`src/rtl/ifb_pkg.sv`:
```
// Shared types for the instruction prefetch buffer: fetch FSM states, reset vector
// and the {pc, instr} entry stored in the FIFO.
package ifb_pkg;

    typedef enum logic [1:0] {
        ST_IDLE = 2'd0,
        ST_REQ  = 2'd1,
        ST_DROP = 2'd2
    } ifb_state_e;

    localparam logic [31:0] IFB_RESET_PC = 32'h0040_0000;

    typedef struct packed {
        logic [31:0] pc;
        logic [31:0] instr;
    } ifb_entry_t;

endpackage

```
`src/rtl/ifb_fifo.sv`:
```
// Fetch-entry FIFO: DEPTH entries (power of two), flush, occupancy count with one extra
// bit so full and empty are distinguishable; pointers wrap naturally modulo DEPTH.
module ifb_fifo
    import ifb_pkg::*;
#(
    parameter int DEPTH = 4
) (
    input  logic                     clk,
    input  logic                     reset_n,
    input  logic                     i_flush,
    input  logic                     i_push,
    input  ifb_entry_t               i_data,
    input  logic                     i_pop,
    output ifb_entry_t               o_head,
    output logic [$clog2(DEPTH):0]   o_count,
    output logic                     o_empty
);

    localparam int AW = $clog2(DEPTH);
    localparam logic [AW-1:0] PTR_ONE = AW'(1);
    localparam logic [AW:0]   CNT_ONE = (AW+1)'(1);

    ifb_entry_t      r_mem [DEPTH];
    logic [AW-1:0]   r_wr_ptr;
    logic [AW-1:0]   r_rd_ptr;
    logic [AW:0]     r_count;
    logic            w_full;
    logic            w_push;
    logic            w_pop;

    assign w_full  = (r_count == (AW+1)'(DEPTH));
    assign o_empty = (r_count == '0);
    assign o_count = r_count;
    assign o_head  = r_mem[r_rd_ptr];

    // A pop in the same cycle frees the slot, so a push into a full FIFO is accepted then.
    assign w_pop  = i_pop && !o_empty;
    assign w_push = i_push && (!w_full || w_pop);

    always_ff @(posedge clk or negedge reset_n) begin
        if (!reset_n) begin
            r_wr_ptr <= '0;
            r_rd_ptr <= '0;
            r_count  <= '0;
        end else if (i_flush) begin
            r_wr_ptr <= '0;
            r_rd_ptr <= '0;
            r_count  <= '0;
        end else begin
            if (w_push) r_wr_ptr <= r_wr_ptr + PTR_ONE;
            if (w_pop)  r_rd_ptr <= r_rd_ptr + PTR_ONE;
            case ({w_push, w_pop})
                2'b10:   r_count <= r_count + CNT_ONE;
                2'b01:   r_count <= r_count - CNT_ONE;
                default: r_count <= r_count;
            endcase
        end
    end

    always_ff @(posedge clk) begin
        if (w_push) r_mem[r_wr_ptr] <= i_data;
    end

endmodule

```
`src/rtl/instr_prefetch_buffer.sv`:
```
// Sequential instruction fetcher with one outstanding imem request and a small FIFO.
// Optional IFB_BYPASS_EN: an ack into an empty FIFO is presented in the same cycle.
module instr_prefetch_buffer
    import ifb_pkg::*;
#(
    parameter int          DEPTH    = 4,
    parameter logic [31:0] RESET_PC = IFB_RESET_PC
) (
    input  logic        clk,
    input  logic        reset_n,
    input  logic        redirect,
    input  logic [31:0] redirect_pc,
    output logic        imem_req,
    output logic [31:0] imem_addr,
    input  logic        imem_ack,
    input  logic [31:0] imem_rdata,
    output logic        instr_valid,
    output logic [31:0] instr,
    output logic [31:0] instr_pc,
    input  logic        instr_ready
);

    localparam int CW = $clog2(DEPTH) + 1;

    ifb_state_e  r_state;
    ifb_state_e  w_state_nxt;
    logic [31:0] r_fetch_pc;
    logic [31:0] w_fetch_pc_nxt;
    logic [31:0] r_drop_addr;
    logic        w_ack_accept;
    logic        w_bypass;
    logic        w_fifo_push;
    logic        w_fifo_pop;
    logic        w_fifo_empty;
    logic [CW-1:0] w_count;
    ifb_entry_t  w_ack_entry;
    ifb_entry_t  w_head;
    ifb_entry_t  w_out;
    ifb_entry_t  r_last;

    always_ff @(posedge clk or negedge reset_n) begin
        if (!reset_n) begin
            r_state     <= ST_IDLE;
            r_fetch_pc  <= RESET_PC;
            r_drop_addr <= RESET_PC;
        end else begin
            r_state    <= w_state_nxt;
            r_fetch_pc <= w_fetch_pc_nxt;
            // Keep the orphaned request's address on the bus until its ack arrives.
            if (r_state == ST_REQ && w_state_nxt == ST_DROP)
                r_drop_addr <= r_fetch_pc;
        end
    end

    always_comb begin
        w_state_nxt    = r_state;
        w_fetch_pc_nxt = r_fetch_pc;
        w_ack_accept   = 1'b0;
        imem_req       = (r_state != ST_IDLE);
        imem_addr      = (r_state == ST_DROP) ? r_drop_addr : r_fetch_pc;
        case (r_state)
            ST_IDLE: begin
                if (redirect)
                    w_fetch_pc_nxt = redirect_pc;
                else if (w_count < CW'(DEPTH))
                    w_state_nxt = ST_REQ;
            end
            ST_REQ: begin
                if (redirect) begin
                    w_fetch_pc_nxt = redirect_pc;
                    w_state_nxt    = imem_ack ? ST_IDLE : ST_DROP;
                end else if (imem_ack) begin
                    w_ack_accept   = 1'b1;
                    w_fetch_pc_nxt = r_fetch_pc + 32'd4;
                    w_state_nxt    = ST_IDLE;
                end
            end
            ST_DROP: begin
                if (redirect) w_fetch_pc_nxt = redirect_pc;
                if (imem_ack) w_state_nxt = ST_IDLE;
            end
            default: w_state_nxt = ST_IDLE;
        endcase
    end

    assign w_ack_entry = {r_fetch_pc, imem_rdata};

`ifdef IFB_BYPASS_EN
    assign w_bypass = w_ack_accept && w_fifo_empty;
`else
    assign w_bypass = 1'b0;
`endif

    assign w_fifo_push = w_ack_accept && !(w_bypass && instr_ready);
    assign w_fifo_pop  = !w_fifo_empty && instr_ready && !redirect;

    ifb_fifo #(.DEPTH(DEPTH)) u_fifo (
        .clk     (clk),
        .reset_n (reset_n),
        .i_flush (redirect),
        .i_push  (w_fifo_push),
        .i_data  (w_ack_entry),
        .i_pop   (w_fifo_pop),
        .o_head  (w_head),
        .o_count (w_count),
        .o_empty (w_fifo_empty)
    );

    // With nothing to show, the head outputs keep the last value presented.
    assign w_out       = w_bypass ? w_ack_entry : (w_fifo_empty ? r_last : w_head);
    assign instr_valid = !w_fifo_empty || w_bypass;
    assign instr       = w_out.instr;
    assign instr_pc    = w_out.pc;

    always_ff @(posedge clk or negedge reset_n) begin
        if (!reset_n)
            r_last <= '0;
        else if (instr_valid)
            r_last <= w_out;
    end

endmodule

```
`config.mk`:
```
export PLATFORM = sky130hd
export DESIGN_NAME = instr_prefetch_buffer
export DESIGN_NICKNAME = d
export VERILOG_FILES = /design/src/rtl/ifb_pkg.sv /design/src/rtl/ifb_fifo.sv /design/src/rtl/instr_prefetch_buffer.sv
export SDC_FILE = /design/constraint.sdc
export NUM_CORES = 1
export LEC_CHECK = 0
export ABC_AREA = 0
export BUFFER_PORTS_ARGS = -buffer_cell sky130_fd_sc_hd__buf_4
export CELL_PAD_IN_SITES_DETAIL_PLACEMENT = 2
export CELL_PAD_IN_SITES_GLOBAL_PLACEMENT = 2
export CORE_ASPECT_RATIO = 1.1
export CORE_MARGIN = 5
export CORE_UTILIZATION = 47
export CTS_CLUSTER_SIZE = 8
export DETAILED_ROUTE_END_ITERATION = 6
export PLACE_DENSITY = 0.94
export SETUP_SLACK_MARGIN = 0.2
export SLEW_MARGIN = 20
export SYNTH_ARGS = -nofsm -noshare
export SYNTH_HDL_FRONTEND = slang
export SYNTH_SLANG_ARGS = --single-unit
```
`constraint.sdc`:
```
create_clock -name clk -period 4.4 [get_ports clk]
set_clock_uncertainty 0.2 [all_clocks]
set_input_delay 0.44 -clock clk [delete_from_list [all_inputs] [get_ports clk]]
set_output_delay 0.44 -clock clk [all_outputs]
set_load 0.1 [all_outputs]
```
==> results.md <==
* Outcome: completed
* Post-synth EDFFs at 256
* Core footprint at 35200 sq um
* Max Freq at around 0.27 GHz
* Per-cell routed wire length at a little under 30 um
* Setup-failing EPs final at 0
* Non-filler instance count after layout at 1707
* Largest net degree at the start of global routing at between 70 and 80
* DR vias/cell at 5.88
* Syn avg cell area at 17.3 sq um
* Initial antenna violation count at 1
* Crit start category: flip-flop
* Rows at 72
* P_leak at roughly 0.0073 uW
* Antenna diodes at 0
* Cell variety after synth at a little over 70
* Type of destination of the critical path: output pin
* R2R cell count at 6
* Setup total negative slack at 0 ns
* Part of the power in the clock network at 0.244
* Final antenna-violating net count at 0
* Async S/R FF share, synth at 0.349
* Worst EP required at about 3.8 ns
* Net count after synthesis at roughly 1000
* Sw Pwr at a little over 7000 uW
* Total track usage at 0.253
* Internal power at around 8900 uW
* Top_reg_cell synth: edfxtp_1
* GPL Wtd Cong at approximately 0.89
* Via count of the first global-routing pass at 11600
* Yosys synthesis warning count at 0
* Largest cells by area after synthesis: edfxtp_1 46%, dfrtp_1 20%, mux2_2 13%
* Combinational Power Share at 0.436
* Die area at 39600 sq um
* Crit Path Category: flip-flop to output pin
* Area Overhead vs Synth at 21.7%
* Seq/Total Area, Yosys at 0.663
* Min-delay src: redirect_pc[9]
* Max cap viols at 0
* H-Tree Depth at 2
* Peak supply drop at 563 uV
* Commonest non-fill, non-tap cells in the layout: 256 x edfxtp_1, 189 x mux2_2, 171 x buf_4, 133 x dfrtp_1, 64 x mux4_2
* Drt drc at 0
* Min-delay worst type: input port to flip-flop
* Slew @ Worst Pin at 1.16 ns
* Worst hold endpoint: r_fetch_pc[9]$_DFFE_PN0P_
* Clock latency on the worst-skew pair at just under 0.6 ns
* Die height at approximately 210 um
* Hold path cells at 3
* Vias at 10000
* Die width at roughly 190 um
* CTS sink count at 393
* IO Count at roughly 170
* Cts bufs inserted at between 50 and 60
* Final core occ at 0.580
* Power Density at between 700 and 800 nW/um^2
* Seq pwr share at 0.321
* 1st-pass router iterations at 5
* R2R Path End: u_fifo.o_count[2]$_DFFE_PN0P_
* Clock transition at path regs at 0.05 ns
* Layout Nets at 1261
* Min Tclk post-route at about 3.7 ns
* CTS tree: yes
* Tcrit/Tclk final at 0.841
* Starting density of the core at 0.476
* Design Power at 16100 uW
* Cells after Synth at 969
* WP buf/inv at 2
* CP arrival at 3.06 ns
* Final WL at between 40000 and 50000 um
* Register-to-register setup slack at approximately 1.3 ns
* Worst-path cell chain: buf_12, mux4_2, mux2_1, buf_4
* Fin. Hold Viols at 0
* Post-synth top area share at 0.458
* Clk root buf: clkbuf_16
* CP max stage cell: dfrtp_4
* Worst R2R Start: u_fifo.o_count[2]$_DFFE_PN0P_
* Yosys reg bits at between 300 and 400
* Max Root-Sink Buffers at 3
* Sw frac at 0.449
* Fin area at 20400 sq um
* Initial DRC Count at roughly 750
* DP Wirelength at 28500 um
* Commonest non-fill, non-tap cell in the layout: edfxtp_1
* CP top delay family: multiplexers
* Global route overflow at 0
* Post-Place Cell Area at ~18000 sq um
* Crit-path max cell delay at roughly 0.87 ns
* Port bufs at 166
* Fraction of layout cells with a size suffix above 1 at 0.419
* Worst Path Max Fanout at 39
* Post-synth top area cell: edfxtp_1
* Post-synthesis cell area at roughly 17000 sq um
* RSZ-0062 raised after global routing: false
* Placed cell count at ~1600
* Max transition margin at 0.230
* Slew Limit Fails at 0
* Global-route wire length before repair at 76000 um
power groups by stage:
stage	sequential [uW]	combinational [uW]	clock, uW
after floorplan	4870	5920	0
after global routing	5240	7270	4190
final	5180	7030	3930
after global placement	5070	6760	0
after detailed placement	5190	6940	0
after CTS	5150	7040	3970
metrics by stage:
stage	setup WS, ns	hold WS, ns
6_report	0.701	0.0122
5_1_grt	0.585	0.0000878
4_1_cts	0.665	0.00580
3_5_place_dp	1.28	0.272
3_3_place_gp	1.36	0.261
2_1_floorplan	1.72	-0.0556
layout make-up:
class | instances | area, sq um
clock buffers | 94 | 1520
clock inverters | 3 | 41.3
fillers | 3020 | 14800
inverters | 4 | 15.0
multi-input cells | 509 | 5280
flip-flops and latches | 393 | 11100
well taps | 481 | 602
repair buffers | 223 | 1840
per-layer routing:
layer	global-route usage	vias to the layer above	share of wire
li1	-	4282	-
met1	0.315	5316	0.39
met2	0.449	342	0.53
met3	0.0489	99	0.052
met4	0.0749	2	0.027
met5	0	-	0.00024
what timing repair did:
item | in CTS | in global routing
hold buffers | 48 | 0
endpoints found under the setup margin | 0 | 0
hold endpoints to repair | 212 | 0
resized for setup | 0 | 0
setup buffers | 0 | 0
sequential cells by signal (all words and copies together) (netlist names):
signal	cells
u_fifo.o_count	3
r_last	64
r_drop_addr	32
u_fifo.r_mem	256
u_fifo.r_wr_ptr	2
r_fetch_pc	32
u_fifo.r_rd_ptr	2
r_state	2
worst max path at each step:
stage / from / end / cells after the start
floorplan: u_fifo.o_count[2]$_DFFE_PN0P_ / instr_pc[30] / 5
global placement: u_fifo.r_rd_ptr[0]$_DFFE_PN0P_ / instr_pc[19] / 4
detailed placement: u_fifo.r_rd_ptr[0]$_DFFE_PN0P_ / instr_pc[19] / 4
CTS: u_fifo.o_count[2]$_DFFE_PN0P_ / instr_pc[22] / 4
global route: u_fifo.r_rd_ptr[0]$_DFFE_PN0P_ / instr[24] / 4
finish: u_fifo.r_rd_ptr[0]$_DFFE_PN0P_ / instr[24] / 4
Yosys cell counts (all sizes together), types with 3 or more instances:
cell type and number:
edfxtp 256, mux2 193, dfrtp 135, mux4 64, buf 50, nand2 34, nor2 26, nand3 23
a21oi 15, clkbuf 13, and3 11, nor3 11, nand4 10, o21ai 10, and2 9, and4 8
a311oi 7, o22ai 7, o311ai 7, a32oi 5, ha 5, nor2b 5, a31oi 4, inv 4
mux2i 4, nor4 4, a211oi 3, a2bb2oi 3, a31o 3, nand3b 3, o211ai 3, o32ai 3
logic make-up after synthesis:
| family | share of synthesized area |
|---|---|
| flops | 0.663 |
| buf+inv | 0.0242 |
| fa+ha+maj | 0.00492 |
| xor+xnor | 0.00157 |
| mux | 0.218 |
| compound gates | 0.0366 |
| simple gates | 0.0518 |
tightest hold or removal path: cells and delay by family:
| kind | cells | cell delay [ns] |
|---|---|---|
| buffers and inverters | 1 | 0.08 |
| AOI/OAI and AO/OA | 2 | 0.22 |
Power figures use the tool's default switching activity.
